**config.mk**
```make
export PLATFORM = sky130hd
export DESIGN_NAME = cache_fill_wb_ctl_flat
export DESIGN_NICKNAME = d
export VERILOG_FILES = /design/src/rtl/cache_fill_wb_ctl_if.sv /design/src/rtl/cache_fill_wb_ctl.sv /design/src/flat_wrapper.sv
export SDC_FILE = /design/constraint.sdc
export NUM_CORES = 1
export LEC_CHECK = 0
export ABC_AREA = 1
export ABC_CLOCK_PERIOD_IN_PS = 7200
export BUFFER_PORTS_ARGS = -buffer_cell sky130_fd_sc_hd__clkbuf_2
export CAP_MARGIN = 20
export CORE_AREA = 2 2 120 122
export CTS_CLUSTER_DIAMETER = 60
export DETAILED_ROUTE_END_ITERATION = 12
export DIE_AREA = 0 0 122 124
export PLACE_DENSITY_LB_ADDON = 0.08
export SYNTH_ARGS = -nofsm -noshare
export SYNTH_HDL_FRONTEND = slang
export SYNTH_SLANG_ARGS = --single-unit
```
**constraint.sdc**
```tcl
create_clock -name cpuclk -period 7.2 [get_ports cpuclk]
set_clock_uncertainty 0.1 [all_clocks]
set_input_delay 0.72 -clock cpuclk [delete_from_list [all_inputs] [get_ports cpuclk]]
set_output_delay 0.72 -clock cpuclk [all_outputs]
set_load 0.1 [all_outputs]
```
**src/rtl/cache_fill_wb_ctl_if.sv**
```systemverilog
// cache_fill_wb_ctl_if: miss request, PSRAM burst, data/tag RAM and status signals of the line fill controller
interface cache_fill_wb_ctl_if;
  logic        miss_req;
  logic [22:0] miss_addr;
  logic [1:0]  victim_way;
  logic        victim_dirty;
  logic [12:0] victim_tag;
  logic        busy;
  logic        WB_RUN;
  logic        WB_RUN_CLR;
  logic        RFILL_RUN;
  logic        RFILL_RUN_CLR;
  logic [31:0] get_psram_rdata;
  logic        ps_cmd_valid;
  logic        ps_cmd_ready;
  logic        ps_cmd_we;
  logic [22:0] ps_cmd_addr;
  logic [31:0] ps_wdata;
  logic        ps_wdata_valid;
  logic        ps_wdata_ready;
  logic [31:0] ps_rdata;
  logic        ps_rdata_valid;
  logic        dram_ren;
  logic [9:0]  dram_raddr;
  logic [31:0] dram_rdata;
  logic        dram_we;
  logic [9:0]  dram_waddr;
  logic [31:0] dram_wdata;
  logic        tag_we;
  logic [1:0]  tag_way;
  logic [3:0]  tag_line;
  logic [14:0] tag_wdata;
  logic [15:0] stat_fill_cnt;
  logic [15:0] stat_wb_cnt;
  modport master (
    input  miss_req, miss_addr, victim_way, victim_dirty, victim_tag,
           ps_cmd_ready, ps_wdata_ready, ps_rdata, ps_rdata_valid, dram_rdata,
    output busy, WB_RUN, WB_RUN_CLR, RFILL_RUN, RFILL_RUN_CLR, get_psram_rdata,
           ps_cmd_valid, ps_cmd_we, ps_cmd_addr, ps_wdata, ps_wdata_valid,
           dram_ren, dram_raddr, dram_we, dram_waddr, dram_wdata,
           tag_we, tag_way, tag_line, tag_wdata, stat_fill_cnt, stat_wb_cnt
  );
  modport slave (
    output miss_req, miss_addr, victim_way, victim_dirty, victim_tag,
           ps_cmd_ready, ps_wdata_ready, ps_rdata, ps_rdata_valid, dram_rdata,
    input  busy, WB_RUN, WB_RUN_CLR, RFILL_RUN, RFILL_RUN_CLR, get_psram_rdata,
           ps_cmd_valid, ps_cmd_we, ps_cmd_addr, ps_wdata, ps_wdata_valid,
           dram_ren, dram_raddr, dram_we, dram_waddr, dram_wdata,
           tag_we, tag_way, tag_line, tag_wdata, stat_fill_cnt, stat_wb_cnt
  );
endinterface

```
**src/rtl/cache_fill_wb_ctl.sv**
```systemverilog
// cache_fill_wb_ctl: dirty-victim write-back then line read-fill into cache RAMs; CACHE_FILL_STATS_EN adds fill/write-back counters
module cache_fill_wb_ctl #(
  parameter int LINE_WORDS = 16
) (
  input logic cpuclk,
  input logic WSHRST_n,
  cache_fill_wb_ctl_if.master bus
);
  typedef enum logic [2:0] {IDLE, WB_CMD, WB_DATA, RF_CMD, RF_DATA, TAG_UPD} state_t;
  localparam logic [3:0] LAST = 4'(LINE_WORDS - 1);
  state_t      r_st;
  logic [22:2] r_addr;
  logic [1:0]  r_way;
  logic [12:0] r_tag;
  logic [4:0]  r_rd_cnt;
  logic [3:0]  r_ac_cnt;
  logic        r_ov, r_sv, r_rp;
  logic [31:0] r_od, r_sd, r_crit;
  logic        w_acc, w_take, w_issue, w_last_wb, w_beat, w_tag;
  logic [1:0]  w_occ;
  // write-back pipeline control: a RAM read is issued only if output + skid can absorb it even under stall
  always_comb begin
    w_acc     = r_st == WB_DATA && r_ov && bus.ps_wdata_ready;
    w_take    = !r_ov || w_acc;
    w_occ     = 2'(r_ov) + 2'(r_sv) + 2'(r_rp);
    w_issue   = r_st == WB_DATA && !r_rd_cnt[4] && (w_occ - 2'(w_acc)) <= 2'd1;
    w_last_wb = w_acc && r_ac_cnt == LAST;
    w_beat    = r_st == RF_DATA && bus.ps_rdata_valid;
    w_tag     = r_st == TAG_UPD;
  end
  assign bus.busy            = r_st != IDLE;
  assign bus.WB_RUN          = r_st inside {WB_CMD, WB_DATA};
  assign bus.WB_RUN_CLR      = w_last_wb;
  assign bus.RFILL_RUN       = r_st inside {RF_CMD, RF_DATA, TAG_UPD};
  assign bus.RFILL_RUN_CLR   = w_tag;
  assign bus.get_psram_rdata = r_crit;
  assign bus.ps_cmd_valid    = r_st inside {WB_CMD, RF_CMD};
  assign bus.ps_cmd_we       = r_st == WB_CMD;
  assign bus.ps_cmd_addr     = r_st == WB_CMD ? {r_tag, r_addr[9:6], 6'b0} :
                               r_st == RF_CMD ? {r_addr[22:6], 6'b0} : 23'b0;
  assign bus.ps_wdata        = r_od;
  assign bus.ps_wdata_valid  = r_ov;
  assign bus.dram_ren        = w_issue;
  assign bus.dram_raddr      = {r_way, r_addr[9:6], r_rd_cnt[3:0]};
  assign bus.dram_we         = w_beat;
  assign bus.dram_waddr      = {r_way, r_addr[9:6], r_ac_cnt};
  assign bus.dram_wdata      = w_beat ? bus.ps_rdata : 32'b0;
  assign bus.tag_we          = w_tag;
  assign bus.tag_way         = w_tag ? r_way : 2'b0;
  assign bus.tag_line        = w_tag ? r_addr[9:6] : 4'b0;
  assign bus.tag_wdata       = w_tag ? {2'b10, r_addr[22:10]} : 15'b0;
  // controller FSM with write-back skid buffer, fill beat counter and critical-word capture
  always_ff @(posedge cpuclk) begin
    if (!WSHRST_n) begin
      r_st     <= IDLE;
      r_addr   <= '0;
      r_way    <= '0;
      r_tag    <= '0;
      r_rd_cnt <= '0;
      r_ac_cnt <= '0;
      r_ov     <= 1'b0;
      r_sv     <= 1'b0;
      r_rp     <= 1'b0;
      r_od     <= '0;
      r_sd     <= '0;
      r_crit   <= '0;
    end else begin
      unique case (r_st)
        IDLE: if (bus.miss_req) begin
          r_addr <= bus.miss_addr[22:2];
          r_way  <= bus.victim_way;
          r_tag  <= bus.victim_tag;
          r_st   <= bus.victim_dirty ? WB_CMD : RF_CMD;
        end
        WB_CMD: if (bus.ps_cmd_ready) r_st <= WB_DATA;
        WB_DATA: begin
          if (w_issue) r_rd_cnt <= r_rd_cnt + 5'd1;
          if (w_acc) r_ac_cnt <= r_ac_cnt + 4'd1;
          if (w_take) begin
            r_ov <= r_sv || r_rp;
            r_od <= r_sv ? r_sd : bus.dram_rdata;
            r_sv <= r_sv && r_rp;
            r_sd <= bus.dram_rdata;
          end else if (r_rp) begin
            r_sv <= 1'b1;
            r_sd <= bus.dram_rdata;
          end
          r_rp <= w_issue;
          if (w_last_wb) begin
            r_st     <= RF_CMD;
            r_rd_cnt <= '0;
            r_ac_cnt <= '0;
          end
        end
        RF_CMD: if (bus.ps_cmd_ready) r_st <= RF_DATA;
        RF_DATA: if (bus.ps_rdata_valid) begin
          r_ac_cnt <= r_ac_cnt + 4'd1;
          if (r_ac_cnt == r_addr[5:2]) r_crit <= bus.ps_rdata;
          if (r_ac_cnt == LAST) r_st <= TAG_UPD;
        end
        TAG_UPD: r_st <= IDLE;
        default: r_st <= IDLE;
      endcase
    end
  end
`ifdef CACHE_FILL_STATS_EN
  logic [15:0] r_fill_cnt, r_wb_cnt;
  // wrapping fill and write-back event counters
  always_ff @(posedge cpuclk) begin
    if (!WSHRST_n) begin
      r_fill_cnt <= '0;
      r_wb_cnt   <= '0;
    end else begin
      if (w_tag) r_fill_cnt <= r_fill_cnt + 16'd1;
      if (w_last_wb) r_wb_cnt <= r_wb_cnt + 16'd1;
    end
  end
  assign bus.stat_fill_cnt = r_fill_cnt;
  assign bus.stat_wb_cnt   = r_wb_cnt;
`else
  assign bus.stat_fill_cnt = 16'b0;
  assign bus.stat_wb_cnt   = 16'b0;
`endif
endmodule

```
**src/flat_wrapper.sv**
```systemverilog
// flat-port wrapper written by rule: the top's interface ports become plain ports
module cache_fill_wb_ctl_flat 
#(
  parameter int LINE_WORDS = 16
)
  (cpuclk, WSHRST_n, bus_miss_req, bus_miss_addr, bus_victim_way, bus_victim_dirty, bus_victim_tag, bus_ps_cmd_ready, bus_ps_wdata_ready, bus_ps_rdata, bus_ps_rdata_valid, bus_dram_rdata, bus_busy, bus_WB_RUN, bus_WB_RUN_CLR, bus_RFILL_RUN, bus_RFILL_RUN_CLR, bus_get_psram_rdata, bus_ps_cmd_valid, bus_ps_cmd_we, bus_ps_cmd_addr, bus_ps_wdata, bus_ps_wdata_valid, bus_dram_ren, bus_dram_raddr, bus_dram_we, bus_dram_waddr, bus_dram_wdata, bus_tag_we, bus_tag_way, bus_tag_line, bus_tag_wdata, bus_stat_fill_cnt, bus_stat_wb_cnt);
  cache_fill_wb_ctl_if bus_i ();
  input logic cpuclk;
  input logic WSHRST_n;
  input wire logic [$bits(bus_i.miss_req)-1:0] bus_miss_req;
  input wire logic [$bits(bus_i.miss_addr)-1:0] bus_miss_addr;
  input wire logic [$bits(bus_i.victim_way)-1:0] bus_victim_way;
  input wire logic [$bits(bus_i.victim_dirty)-1:0] bus_victim_dirty;
  input wire logic [$bits(bus_i.victim_tag)-1:0] bus_victim_tag;
  input wire logic [$bits(bus_i.ps_cmd_ready)-1:0] bus_ps_cmd_ready;
  input wire logic [$bits(bus_i.ps_wdata_ready)-1:0] bus_ps_wdata_ready;
  input wire logic [$bits(bus_i.ps_rdata)-1:0] bus_ps_rdata;
  input wire logic [$bits(bus_i.ps_rdata_valid)-1:0] bus_ps_rdata_valid;
  input wire logic [$bits(bus_i.dram_rdata)-1:0] bus_dram_rdata;
  output wire logic [$bits(bus_i.busy)-1:0] bus_busy;
  output wire logic [$bits(bus_i.WB_RUN)-1:0] bus_WB_RUN;
  output wire logic [$bits(bus_i.WB_RUN_CLR)-1:0] bus_WB_RUN_CLR;
  output wire logic [$bits(bus_i.RFILL_RUN)-1:0] bus_RFILL_RUN;
  output wire logic [$bits(bus_i.RFILL_RUN_CLR)-1:0] bus_RFILL_RUN_CLR;
  output wire logic [$bits(bus_i.get_psram_rdata)-1:0] bus_get_psram_rdata;
  output wire logic [$bits(bus_i.ps_cmd_valid)-1:0] bus_ps_cmd_valid;
  output wire logic [$bits(bus_i.ps_cmd_we)-1:0] bus_ps_cmd_we;
  output wire logic [$bits(bus_i.ps_cmd_addr)-1:0] bus_ps_cmd_addr;
  output wire logic [$bits(bus_i.ps_wdata)-1:0] bus_ps_wdata;
  output wire logic [$bits(bus_i.ps_wdata_valid)-1:0] bus_ps_wdata_valid;
  output wire logic [$bits(bus_i.dram_ren)-1:0] bus_dram_ren;
  output wire logic [$bits(bus_i.dram_raddr)-1:0] bus_dram_raddr;
  output wire logic [$bits(bus_i.dram_we)-1:0] bus_dram_we;
  output wire logic [$bits(bus_i.dram_waddr)-1:0] bus_dram_waddr;
  output wire logic [$bits(bus_i.dram_wdata)-1:0] bus_dram_wdata;
  output wire logic [$bits(bus_i.tag_we)-1:0] bus_tag_we;
  output wire logic [$bits(bus_i.tag_way)-1:0] bus_tag_way;
  output wire logic [$bits(bus_i.tag_line)-1:0] bus_tag_line;
  output wire logic [$bits(bus_i.tag_wdata)-1:0] bus_tag_wdata;
  output wire logic [$bits(bus_i.stat_fill_cnt)-1:0] bus_stat_fill_cnt;
  output wire logic [$bits(bus_i.stat_wb_cnt)-1:0] bus_stat_wb_cnt;
  assign bus_i.miss_req = bus_miss_req;
  assign bus_i.miss_addr = bus_miss_addr;
  assign bus_i.victim_way = bus_victim_way;
  assign bus_i.victim_dirty = bus_victim_dirty;
  assign bus_i.victim_tag = bus_victim_tag;
  assign bus_i.ps_cmd_ready = bus_ps_cmd_ready;
  assign bus_i.ps_wdata_ready = bus_ps_wdata_ready;
  assign bus_i.ps_rdata = bus_ps_rdata;
  assign bus_i.ps_rdata_valid = bus_ps_rdata_valid;
  assign bus_i.dram_rdata = bus_dram_rdata;
  assign bus_busy = bus_i.busy;
  assign bus_WB_RUN = bus_i.WB_RUN;
  assign bus_WB_RUN_CLR = bus_i.WB_RUN_CLR;
  assign bus_RFILL_RUN = bus_i.RFILL_RUN;
  assign bus_RFILL_RUN_CLR = bus_i.RFILL_RUN_CLR;
  assign bus_get_psram_rdata = bus_i.get_psram_rdata;
  assign bus_ps_cmd_valid = bus_i.ps_cmd_valid;
  assign bus_ps_cmd_we = bus_i.ps_cmd_we;
  assign bus_ps_cmd_addr = bus_i.ps_cmd_addr;
  assign bus_ps_wdata = bus_i.ps_wdata;
  assign bus_ps_wdata_valid = bus_i.ps_wdata_valid;
  assign bus_dram_ren = bus_i.dram_ren;
  assign bus_dram_raddr = bus_i.dram_raddr;
  assign bus_dram_we = bus_i.dram_we;
  assign bus_dram_waddr = bus_i.dram_waddr;
  assign bus_dram_wdata = bus_i.dram_wdata;
  assign bus_tag_we = bus_i.tag_we;
  assign bus_tag_way = bus_i.tag_way;
  assign bus_tag_line = bus_i.tag_line;
  assign bus_tag_wdata = bus_i.tag_wdata;
  assign bus_stat_fill_cnt = bus_i.stat_fill_cnt;
  assign bus_stat_wb_cnt = bus_i.stat_wb_cnt;
  cache_fill_wb_ctl #(.LINE_WORDS(LINE_WORDS)) u_core (.cpuclk(cpuclk), .WSHRST_n(WSHRST_n), .bus(bus_i));
endmodule
```
==> results.sh, run 1 <==
export IMPL_place_detailed_instances=1406
export IMPL_synth_cell_type_count=30
export IMPL_post_synth_cell_area_avg_um2=6.90
export IMPL_areaGrowthSynthToFinish_pct=24.2
export IMPL_fillCellCount=1314
export IMPL_die_area_um2=15100
export IMPL_worst_ep_required_time_ns=6.38
export IMPL_setup_total_negative_slack_ns=0
export IMPL_pwr_per_cell_area_nw_per_um2=466
export IMPL_fin_ws_ns=2.91
export IMPL_htreeDepth=4
export IMPL_post_cts_setup_buffer_count=0
export IMPL_detailed_place_hpwl_um=12100
export IMPL_netlist_instances=1028
export IMPL_drt_antenna_violating_nets=0
export IMPL_postSynthRegisterBits=147
export IMPL_final_area_um2=8810
export IMPL_fp_row_count=43
export IMPL_routed_wl_um=18000
export IMPL_vdd_ir_drop_worst_mv=0.286
export IMPL_rsz0062_at_grt="no"
export IMPL_number_of_buffers_added_by_the_clock_tree_synthesis_step=17
export IMPL_final_max_slew_violation_count=0
export IMPL_remaining_drcs=0
export IMPL_antenna_diode_count=0
export IMPL_initial_drt_markers=323
export IMPL_setup_worst_path_class="flip-flop to primary output"
export IMPL_clock_sinks=147
export IMPL_clock_tree_buffer_depth=2
export IMPL_fp_dieW_um=122
export IMPL_timing_critical_path_arrival_ns=3.47
export IMPL_outcome="completed"
export IMPL_worst_setup_path_start_kind="flip-flop"
export IMPL_place_congestion=0.818
export IMPL_drt_wirelength_per_cell_um=12.5
export IMPL_drtPass1Iterations=4
export IMPL_fin_crit_ns=4.29
export IMPL_io_pin_count=312
export IMPL_max_clock_freq_ghz=0.233
export IMPL_cell_leakage_power_nw=4.64
export IMPL_fp_coreArea_um2=13700
export IMPL_holdWs_ns=0.352
export IMPL_slew_headroom=0.370
export IMPL_synthesis_area_um2=7100
export IMPL_pin_count_of_the_biggest_net_entering_global_routing=104
export IMPL_tightestPinTransition_ns=0.946
export IMPL_via_count=6853
export IMPL_final_period_utilization=0.595
export IMPL_antenna_violations_before_repair=0
export IMPL_placedInstanceArea_um2=8200
export IMPL_netlist_area_leader_share=0.415
export IMPL_cts_hold_buffers=0
export IMPL_synth_top_cells_by_area="dfxtp_1, inv_1, nand2_1"
export IMPL_setup_viol=0
export IMPL_nNetsFinal=1360
export IMPL_setup_worst_path_end_class="primary output"
export IMPL_vias_per_cell=4.76
export IMPL_layout_cells_non_filler=1440
export IMPL_synth_seq_area_share=0.415
export IMPL_clk_pin_slew_worst_paths_ns=0.06
export IMPL_drive_above_1_share=0.259
export IMPL_die_height_um=124
export IMPL_tritoncts="done"
export IMPL_synth_area_leader_cell="dfxtp_1"
export IMPL_critPathMaxFanout=34
export IMPL_cts_resized=0
export IMPL_total_congestion_overflow=0
export IMPL_place_port_buffers=270
export IMPL_root_driver="clkbuf_16"
export IMPL_place_ws_ns=2.77
export IMPL_grt_pass1_wl_um=27900
export IMPL_track_usage=0.231
export IMPL_yosys_warnings=0
export IMPL_final_hold_violation_count=0
export IMPL_grt_pass1_vias=5744
export IMPL_start_util=0.517
export IMPL_max_capacitance_violation_count=0
export IMPL_timing_hold_worst_class="flip-flop to flip-flop"
export IMPL_clk_insertion_delay_late_ns=0.42
[worst paths after layout]
path	startpoint	endpoint	slack (ns)	depth (start not counted)
worst max register to register	u_core.r_sv$_SDFFE_PN0P_	u_core.r_rd_cnt[1]$_SDFFE_PN0P_	4.18	13
worst min register to register	u_core.r_tag[9]$_SDFFE_PN0P_	u_core.r_tag[9]$_SDFFE_PN0P_	0.35	2
worst min-delay path	u_core.r_tag[9]$_SDFFE_PN0P_	u_core.r_tag[9]$_SDFFE_PN0P_	0.35	2
worst max-delay path	u_core.r_sv$_SDFFE_PN0P_	bus_dram_ren	2.91	11
[flip-flops by register name, summed over array words and instances, names as in the netlist]
register	flops
u_core.r_rd_cnt	5
u_core.r_tag	13
u_core.bus.get_psram_rdata	32
u_core.bus.ps_wdata	32
u_core.r_way	2
u_core.r_sv	1
u_core.r_sd	32
u_core.bus.ps_wdata_valid	1
u_core.r_addr	21
u_core.r_rp	1
u_core.r_ac_cnt	4
u_core.r_st	3
[per-stage QoR]
stage	total power, mW	util
3_3_place_gp	3.23	0.597
6_report	4.11	0.642
4_1_cts	4.11	0.639
5_1_grt	4.31	0.642
2_1_floorplan	2.98	-
3_5_place_dp	3.25	0.597
[routing by layer]
metal  vias to the layer above  global-route usage  wire (µm)
li1                       3590                   -          -
met1                      3021               0.296       7930
met2                       225               0.372       8500
met3                        17              0.0774       1370
met4                         0              0.0661        240
met5                         -                   0          0
[power by group]
part | total [mW] | leakage [nW] | switching [mW] | internal [mW]
logic | 2.11 | 3.15 | 1.79 | 0.324
clock network | 0.863 | 0.287 | 0.338 | 0.525
registers | 1.13 | 1.20 | 0.105 | 1.03
total | 4.11 | 4.64 | 2.23 | 1.88
[cell families (layout without fill, tap and decap cells)]
logic type / Yosys count / in the layout / synth area share
XOR/XNOR: 5 / 5 / 0.00617
buffers and inverters: 309 / 503 / 0.201
adder cells (fa/ha/maj): 4 / 4 / 0.00705
flip-flops: 147 / 147 / 0.415
other: 1 / 39 / 0.000528
AO/OA/AOI/OAI: 235 / 235 / 0.174
AND/OR/NAND/NOR: 327 / 327 / 0.196
[worst max-delay path, stage by stage (launching register included)]
cell      delay, ns
dfxtp_1        0.30
buf_4          0.34
clkinv_1       0.57
ha_1           0.49
inv_1          0.04
ha_1           0.26
nand2_1        0.08
nand2_1        0.05
nand2_1        0.05
nand2_1        0.05
nor2_2         0.25
clkbuf_2       0.54
[synth_stat cells, drive strengths merged]
cell and count:
nand3 21, xor2 4, nand4 33, and3 1
buf 87, o211ai 1, ha 4, conb 1
dfxtp 147, xnor2 1, clkbuf 29, a21oi 85
o22ai 13, inv 191, a31oi 33, nor2 106
nor3 3, o21ai 103, nand2 163, clkinv 2
[area by class of cell]
class / instances / area (µm²) / share of cell area
timing repair buffer: 278 / 1450 / 0.164
clock inverter: 10 / 108 / 0.0122
inverter: 193 / 724 / 0.0822
sequential: 147 / 2940 / 0.334
tap: 180 / 225 / 0.0256
clock buffer: 22 / 464 / 0.0527
multi-input combinational: 610 / 2900 / 0.329
[cell usage in the layout, fill, tap and decap left out, types with 2 or more instances in the layout]
cell and n:
clkbuf_2 269, inv_1 186, nand2_1 159, dfxtp_1 147, o21ai_0 103, nor2_1 101
a21oi_1 83, conb_1 39, nand4_1 33, a31oi_1 32, nand3_1 19, clkbuf_16 17
o22ai_1 13, buf_4 7, clkinv_2 6, inv_2 5, xor2_1 4, ha_1 4
nor2_2 3, nand2_2 3, nor3_1 3, clkbuf_1 3, nor2_4 2, clkinv_1 2
clkbuf_8 2, bufinv_16 2, clkinv_4 2
(Power assumes the default switching activity.)
==> run 2, diff against run 1 <==
Settings changed: ABC_CLOCK_PERIOD_IN_PS 7200 to 3430, CORE_AREA 2 2 120 122 to not set, CORE_UTILIZATION set to 43, DIE_AREA 0 0 122 124 to not set.
Clock period 7.2 ns to 3.43 ns, I/O delays scaled along.
==> run 2 against run 1 <==
Compared with the run above:
- worst hold slack got worse by 0.31 ns
- sequential cell count unchanged
- clock power increased by 140%
- critical endpoint unchanged
- largest power group unchanged
- highest routed layer is now met5
==> results.sh, run 2 (synthesis gave the netlist of run 1 again) <==
export IMPL_max_capacitance_violation_count=0
export IMPL_vdd_ir_drop_worst_mv=0.558
export IMPL_path_cells="nand2_1 > inv_1 > nand2_1 > inv_1 > ha_1 > inv_1 > ha_1 > nand2_1 > nand2_1 > nand2_1 > nand2_1 > nor2_4 > buf_12"
export IMPL_clk_pin_slew_worst_paths_ns=0.06
export IMPL_timing_critical_path_arrival_ns=2.69
export IMPL_fp_coreArea_um2=16000
export IMPL_clk_insertion_delay_late_ns=0.41
export IMPL_layout_cells_most_common_list="clkbuf_2, inv_1, nand2_1"
export IMPL_drive_above_1_share=0.264
export IMPL_fin_ws_ns=0.297
export IMPL_worst_ep_required_time_ns=2.99
export IMPL_io_pin_count=312
export IMPL_routed_wl_um=17700
export IMPL_setup_worst_path_class="flip-flop to primary output"
export IMPL_antenna_violations_before_repair=1
export IMPL_vias_per_cell=4.56
export IMPL_clock_tree_buffer_depth=2
export IMPL_post_cts_setup_buffer_count=0
export IMPL_detailed_place_hpwl_um=12200
export IMPL_slew_headroom=0.529
export IMPL_max_clock_freq_ghz=0.319
export IMPL_pin_count_of_the_biggest_net_entering_global_routing=66
export IMPL_power_mw=8.82
export IMPL_p_int_mw=4.12
export IMPL_areaGrowthSynthToFinish_pct=26.3
export IMPL_cts_hold_buffers=0
export IMPL_final_hold_violation_count=0
export IMPL_power_share_combinational=0.501
export IMPL_worst_path_most_repeated_cell="nand2_1"
export IMPL_via_count=6754
export IMPL_power_share_clock=0.230
export IMPL_critical_path_buf_inv_count=4
export IMPL_fin_crit_ns=3.13
export IMPL_clock_sinks=147
export IMPL_seq_power_share=0.269
export IMPL_final_max_slew_violation_count=0
export IMPL_drtPass1Iterations=4
export IMPL_total_congestion_overflow=0
export IMPL_worst_setup_path_start_kind="flip-flop"
export IMPL_die_height_um=130
export IMPL_sw_frac_of_total=0.533
export IMPL_drt_wirelength_per_cell_um=11.9
export IMPL_initial_drt_markers=302
export IMPL_drt_antenna_violating_nets=0
export IMPL_final_period_utilization=0.913
export IMPL_track_usage=0.206
export IMPL_remaining_drcs=0
export IMPL_nNetsFinal=1364
export IMPL_root_driver="clkbuf_16"
export IMPL_rsz0062_at_grt="no"
export IMPL_fp_row_count=46
export IMPL_antenna_diode_count=0
export IMPL_cell_leakage_power_nw=4.68
export IMPL_holdWs_ns=0.0467
export IMPL_final_common_cell="clkbuf_2"
export IMPL_grt_pass1_wl_um=27700
export IMPL_number_of_buffers_added_by_the_clock_tree_synthesis_step=17
export IMPL_tritoncts="done"
export IMPL_p_sw_mw=4.70
export IMPL_pwr_per_cell_area_nw_per_um2=984
export IMPL_critPathMaxFanout=8
export IMPL_place_congestion=0.766
export IMPL_cts_resized=0
export IMPL_grt_pass1_vias=5881
export IMPL_setup_viol=0
export IMPL_place_ws_ns=0.714
export IMPL_critPathMaxStageDelay_ns=0.50
export IMPL_place_port_buffers=270
export IMPL_fp_dieW_um=130
export IMPL_outcome="completed"
export IMPL_tightestPinTransition_ns=0.704
export IMPL_cpLargestDelayFamily="simple AND/OR/NAND/NOR gates"
export IMPL_critPathSlowestCell="dfxtp_1"
export IMPL_fillCellCount=1645
export IMPL_setup_worst_path_end_class="primary output"
export IMPL_timing_hold_worst_class="input pin to flip-flop"
export IMPL_die_area_um2=17000
export IMPL_start_util=0.443
export IMPL_htreeDepth=4
==> run 2: cell count changes in the layout (fill, tap and decap cells not counted), sizes merged <==
cell,before,now
inv,191,196
buf,9,14
bufinv,2,4
clkbuf,291,287
clkinvlp,0,2
clkinv,10,4
==> run 2: path summary, 6_finish.rpt <==
path,end,start,slack (ns),depth (start not counted)
hold reg to reg,u_core.r_tag[3]$_SDFFE_PN0P_,u_core.r_tag[3]$_SDFFE_PN0P_,0.35,2
hold / removal,u_core.r_sd[28]$_SDFFE_PN0P_,bus_dram_rdata[28],0.05,3
setup / recovery,bus_dram_ren,u_core.bus.ps_wdata_valid$_SDFFE_PN0P_,0.30,13
setup reg to reg,u_core.r_rd_cnt[1]$_SDFFE_PN0P_,u_core.bus.ps_wdata_valid$_SDFFE_PN0P_,0.87,15
==> run 2: area by class of cell <==
type | instances | area [µm²] | share of cell area
inverter | 193 | 724 | 0.0808
timing repair buffer | 282 | 1460 | 0.163
multi-input combinational | 610 | 2920 | 0.326
sequential | 147 | 2940 | 0.328
tap | 216 | 270 | 0.0301
clock inverter | 13 | 195 | 0.0218
clock buffer | 19 | 453 | 0.0505
==> run 2: worst register-to-register path, delay by kind of cell, from the launching register on <==
kind	cells	cell delay, ns
and+or+nand+nor	8	0.87
DFF	1	0.50
adders and majority gates	2	0.46
buffers and inverters	4	0.44
AOI/OAI and AO/OA	1	0.06
==> run 2: per-stage QoR <==
step / std cells / area [µm²] / TNS (ns) / util
6_report: 1480 / 8960 / 0 / 0.560
5_1_grt: 1480 / 8960 / 0 / 0.560
4_1_cts: 1480 / 8960 / 0 / 0.560
3_5_place_dp: 1448 / 8320 / 0 / 0.520
3_3_place_gp: 1448 / 8320 / 0 / 0.520
2_1_floorplan: 1066 / 7250 / -0.835 / -
==> run 2: per-layer routing <==
layer | part of all wire | vias up | wire length (µm) | global-route usage
met5 | 0.00074 | - | 13 | 0
met3 | 0.079 | 17 | 1390 | 0.0664
met4 | 0.011 | 2 | 187 | 0.0656
met2 | 0.47 | 200 | 8320 | 0.345
met1 | 0.44 | 2936 | 7760 | 0.250
li1 | - | 3599 | - | -
==> run 2: power by group through the flow <==
stage | registers [mW] | logic [mW] | clock network [mW]
2_1_floorplan | 3.67 | 2.60 | 0
3_3_place_gp | 2.40 | 4.43 | 0
3_5_place_dp | 2.41 | 4.44 | 0
4_1_cts | 2.38 | 4.45 | 2.08
5_1_grt | 2.43 | 4.70 | 2.14
6_report | 2.37 | 4.42 | 2.03
==> run 3, diff against run 2 <==
Settings changed: ABC_CLOCK_PERIOD_IN_PS 3430 to 3200, CORE_UTILIZATION 43 to 48, SETUP_SLACK_MARGIN set to 0.4.
Clock period 3.43 ns to 3.2 ns, I/O delays scaled along.
==> run 3 against run 2 <==
Compared with the run above:
- worst hold slack worse by 0.026 ns
- power increased by 7.6%
- first-iteration DRC count increased by 20%
- utilization grew 7.3 points
- sequential share of layout area decreased by 0.60 points
- die area shrank 10%
- clock-buffer cell count grew 7
- combinational power is 11% higher
- global-route usage is 2.7 points higher
- routed wire length up 1.4%
==> results.sh, run 3 (synthesis gave the netlist of run 1 again) <==
export IMPL_layout_cells_non_filler=1457
export IMPL_vdd_ir_drop_worst_mv=0.698
export IMPL_final_max_slew_violation_count=0
export IMPL_track_usage=0.232
export IMPL_drtPass1Iterations=5
export IMPL_timing_hold_worst_class="input pin to flip-flop"
export IMPL_start_util=0.490
export IMPL_htreeDepth=4
export IMPL_place_port_buffers=270
export IMPL_critPathSlowestCell="dfxtp_4"
export IMPL_pin_count_of_the_biggest_net_entering_global_routing=66
export IMPL_setup_worst_path_class="flip-flop to primary output"
export IMPL_io_pin_count=312
export IMPL_critical_path_buf_inv_count=4
export IMPL_fp_row_count=44
export IMPL_outcome="completed"
export IMPL_areaGrowthSynthToFinish_pct=29.3
export IMPL_vias_per_cell=4.75
export IMPL_place_congestion=0.779
export IMPL_remaining_drcs=0
export IMPL_final_common_cell="clkbuf_2"
export IMPL_timing_critical_path_arrival_ns=2.31
export IMPL_nNetsFinal=1373
export IMPL_total_congestion_overflow=0
export IMPL_final_period_utilization=0.854
export IMPL_final_hold_violation_count=0
export IMPL_pwr_per_cell_area_nw_per_um2=1040
export IMPL_antenna_violations_before_repair=0
export IMPL_fin_crit_ns=2.73
export IMPL_grt_pass1_wl_um=27700
export IMPL_place_ws_ns=0.477
export IMPL_grt_pass1_vias=5786
export IMPL_cts_hold_buffers=0
export IMPL_max_clock_freq_ghz=0.366
export IMPL_detailed_place_hpwl_um=12500
export IMPL_max_capacitance_violation_count=0
export IMPL_worst_path_most_repeated_cell="nand2_1"
export IMPL_worst_setup_path_start_kind="flip-flop"
export IMPL_fin_util=0.633
export IMPL_die_area_um2=15300
export IMPL_via_count=6926
export IMPL_layout_cells_most_common_list="clkbuf_2, inv_1, nand2_1"
export IMPL_clk_pin_slew_worst_paths_ns=0.06
export IMPL_die_height_um=124
export IMPL_rsz0062_at_grt="no"
export IMPL_antenna_diode_count=0
export IMPL_setup_viol=0
export IMPL_root_driver="clkbuf_16"
export IMPL_clk_insertion_delay_late_ns=0.42
export IMPL_holdWs_ns=0.0205
export IMPL_drt_antenna_violating_nets=0
export IMPL_tightestPinTransition_ns=0.573
export IMPL_fillCellCount=1388
export IMPL_cpLargestDelayFamily="simple AND/OR/NAND/NOR gates"
export IMPL_place_detailed_instances=1418
export IMPL_routed_wl_um=17900
export IMPL_fp_coreArea_um2=14500
export IMPL_fin_ws_ns=0.468
export IMPL_critPathMaxFanout=6
export IMPL_setup_worst_path_end_class="primary output"
export IMPL_drive_above_1_share=0.295
export IMPL_cell_leakage_power_nw=4.73
export IMPL_worst_ep_required_time_ns=2.78
export IMPL_initial_drt_markers=361
export IMPL_critPathMaxStageDelay_ns=0.38
export IMPL_number_of_buffers_added_by_the_clock_tree_synthesis_step=17
export IMPL_fp_dieW_um=124
export IMPL_drt_wirelength_per_cell_um=12.3
export IMPL_clock_tree_buffer_depth=2
export IMPL_setup_total_negative_slack_ns=0
export IMPL_slew_headroom=0.619
export IMPL_tritoncts="done"
export IMPL_clock_sinks=147
export IMPL_path_cells="nand2_4 > inv_1 > nand2_4 > inv_4 > ha_1 > inv_1 > ha_1 > nand2_1 > nand2_1 > nand2_1 > nand2_1 > nor2_4 > buf_12"
-- run 3: cell count changes in the layout (fill, tap and decap cells not counted), moves of 3 or more --
cell,before,now
nor2_1,101,76
nor2_4,3,24
buf_4,13,22
dfxtp_1,147,143
nor2_2,2,6
clkbuf_1,0,3
clkbuf_8,2,5
dfxtp_4,0,3
inv_6,4,1
nand2_1,159,156
-- run 3: worst register-to-register path, stage by stage (launching register included) --
cell and delay [ns]:
dfxtp_4 0.36, buf_4 0.15, inv_2 0.05, nand2_2 0.08, nor2_4 0.13, nand2_4 0.22, inv_2 0.20, buf_4 0.33
nand3_4 0.36, nand2_1 0.16, inv_1 0.05, nor2_1 0.11
-- run 3: layer usage --
metal | GRT usage | vias to the layer above | wire, µm
met4 | 0.0851 | 0 | 312
li1 | - | 3615 | -
met2 | 0.382 | 210 | 8650
met5 | 0 | - | 0
met1 | 0.286 | 3078 | 7810
met3 | 0.0687 | 23 | 1150
-- run 3: area by class of cell --
type | count | area, µm² | area share
clock inverters | 6 | 88.8 | 0.00969
inverters | 193 | 729 | 0.0795
multi-input cells | 610 | 3110 | 0.339
well taps | 184 | 230 | 0.0251
clock buffers | 26 | 531 | 0.0578
flip-flops and latches | 147 | 2960 | 0.322
repair buffers | 291 | 1530 | 0.166
-- run 3: power breakdown --
part           internal (mW)  leakage, nW  switching, mW  total (mW)
combinational          0.795         3.23           4.10        4.90
sequential              2.32         1.20          0.230        2.55
clock                   1.30        0.298          0.748        2.05
-- run 3: stage by stage --
stage,cell area [µm²],power [mW]
final,9170,9.50
after global routing,9170,10.0
after CTS,9110,9.52
after detailed placement,8460,7.43
after global placement,8460,7.39
after floorplan,7420,6.79
-- run 3: path summary, 6_finish.rpt --
| path | from | endpoint | slack (ns) | depth (start not counted) |
|---|---|---|---|---|
| max | u_core.bus.ps_wdata_valid$_SDFFE_PN0P_ | bus_dram_ren | 0.47 | 13 |
| min | bus_dram_rdata[0] | u_core.r_sd[0]$_SDFFE_PN0P_ | 0.02 | 3 |
| max reg2reg | u_core.r_st[1]$_SDFFE_PN0P_ | u_core.bus.get_psram_rdata[21]$_SDFFE_PN0P_ | 0.84 | 11 |
| min reg2reg | u_core.r_tag[6]$_SDFFE_PN0P_ | u_core.r_tag[6]$_SDFFE_PN0P_ | 0.35 | 2 |
-- run 3: repair_timing --
action	in CTS	in global routing
setup buffers	2	5
gates resized for setup	7	8
setup endpoints to repair	5	1
endpoints found under the hold margin	0	0
pin swaps	1	4
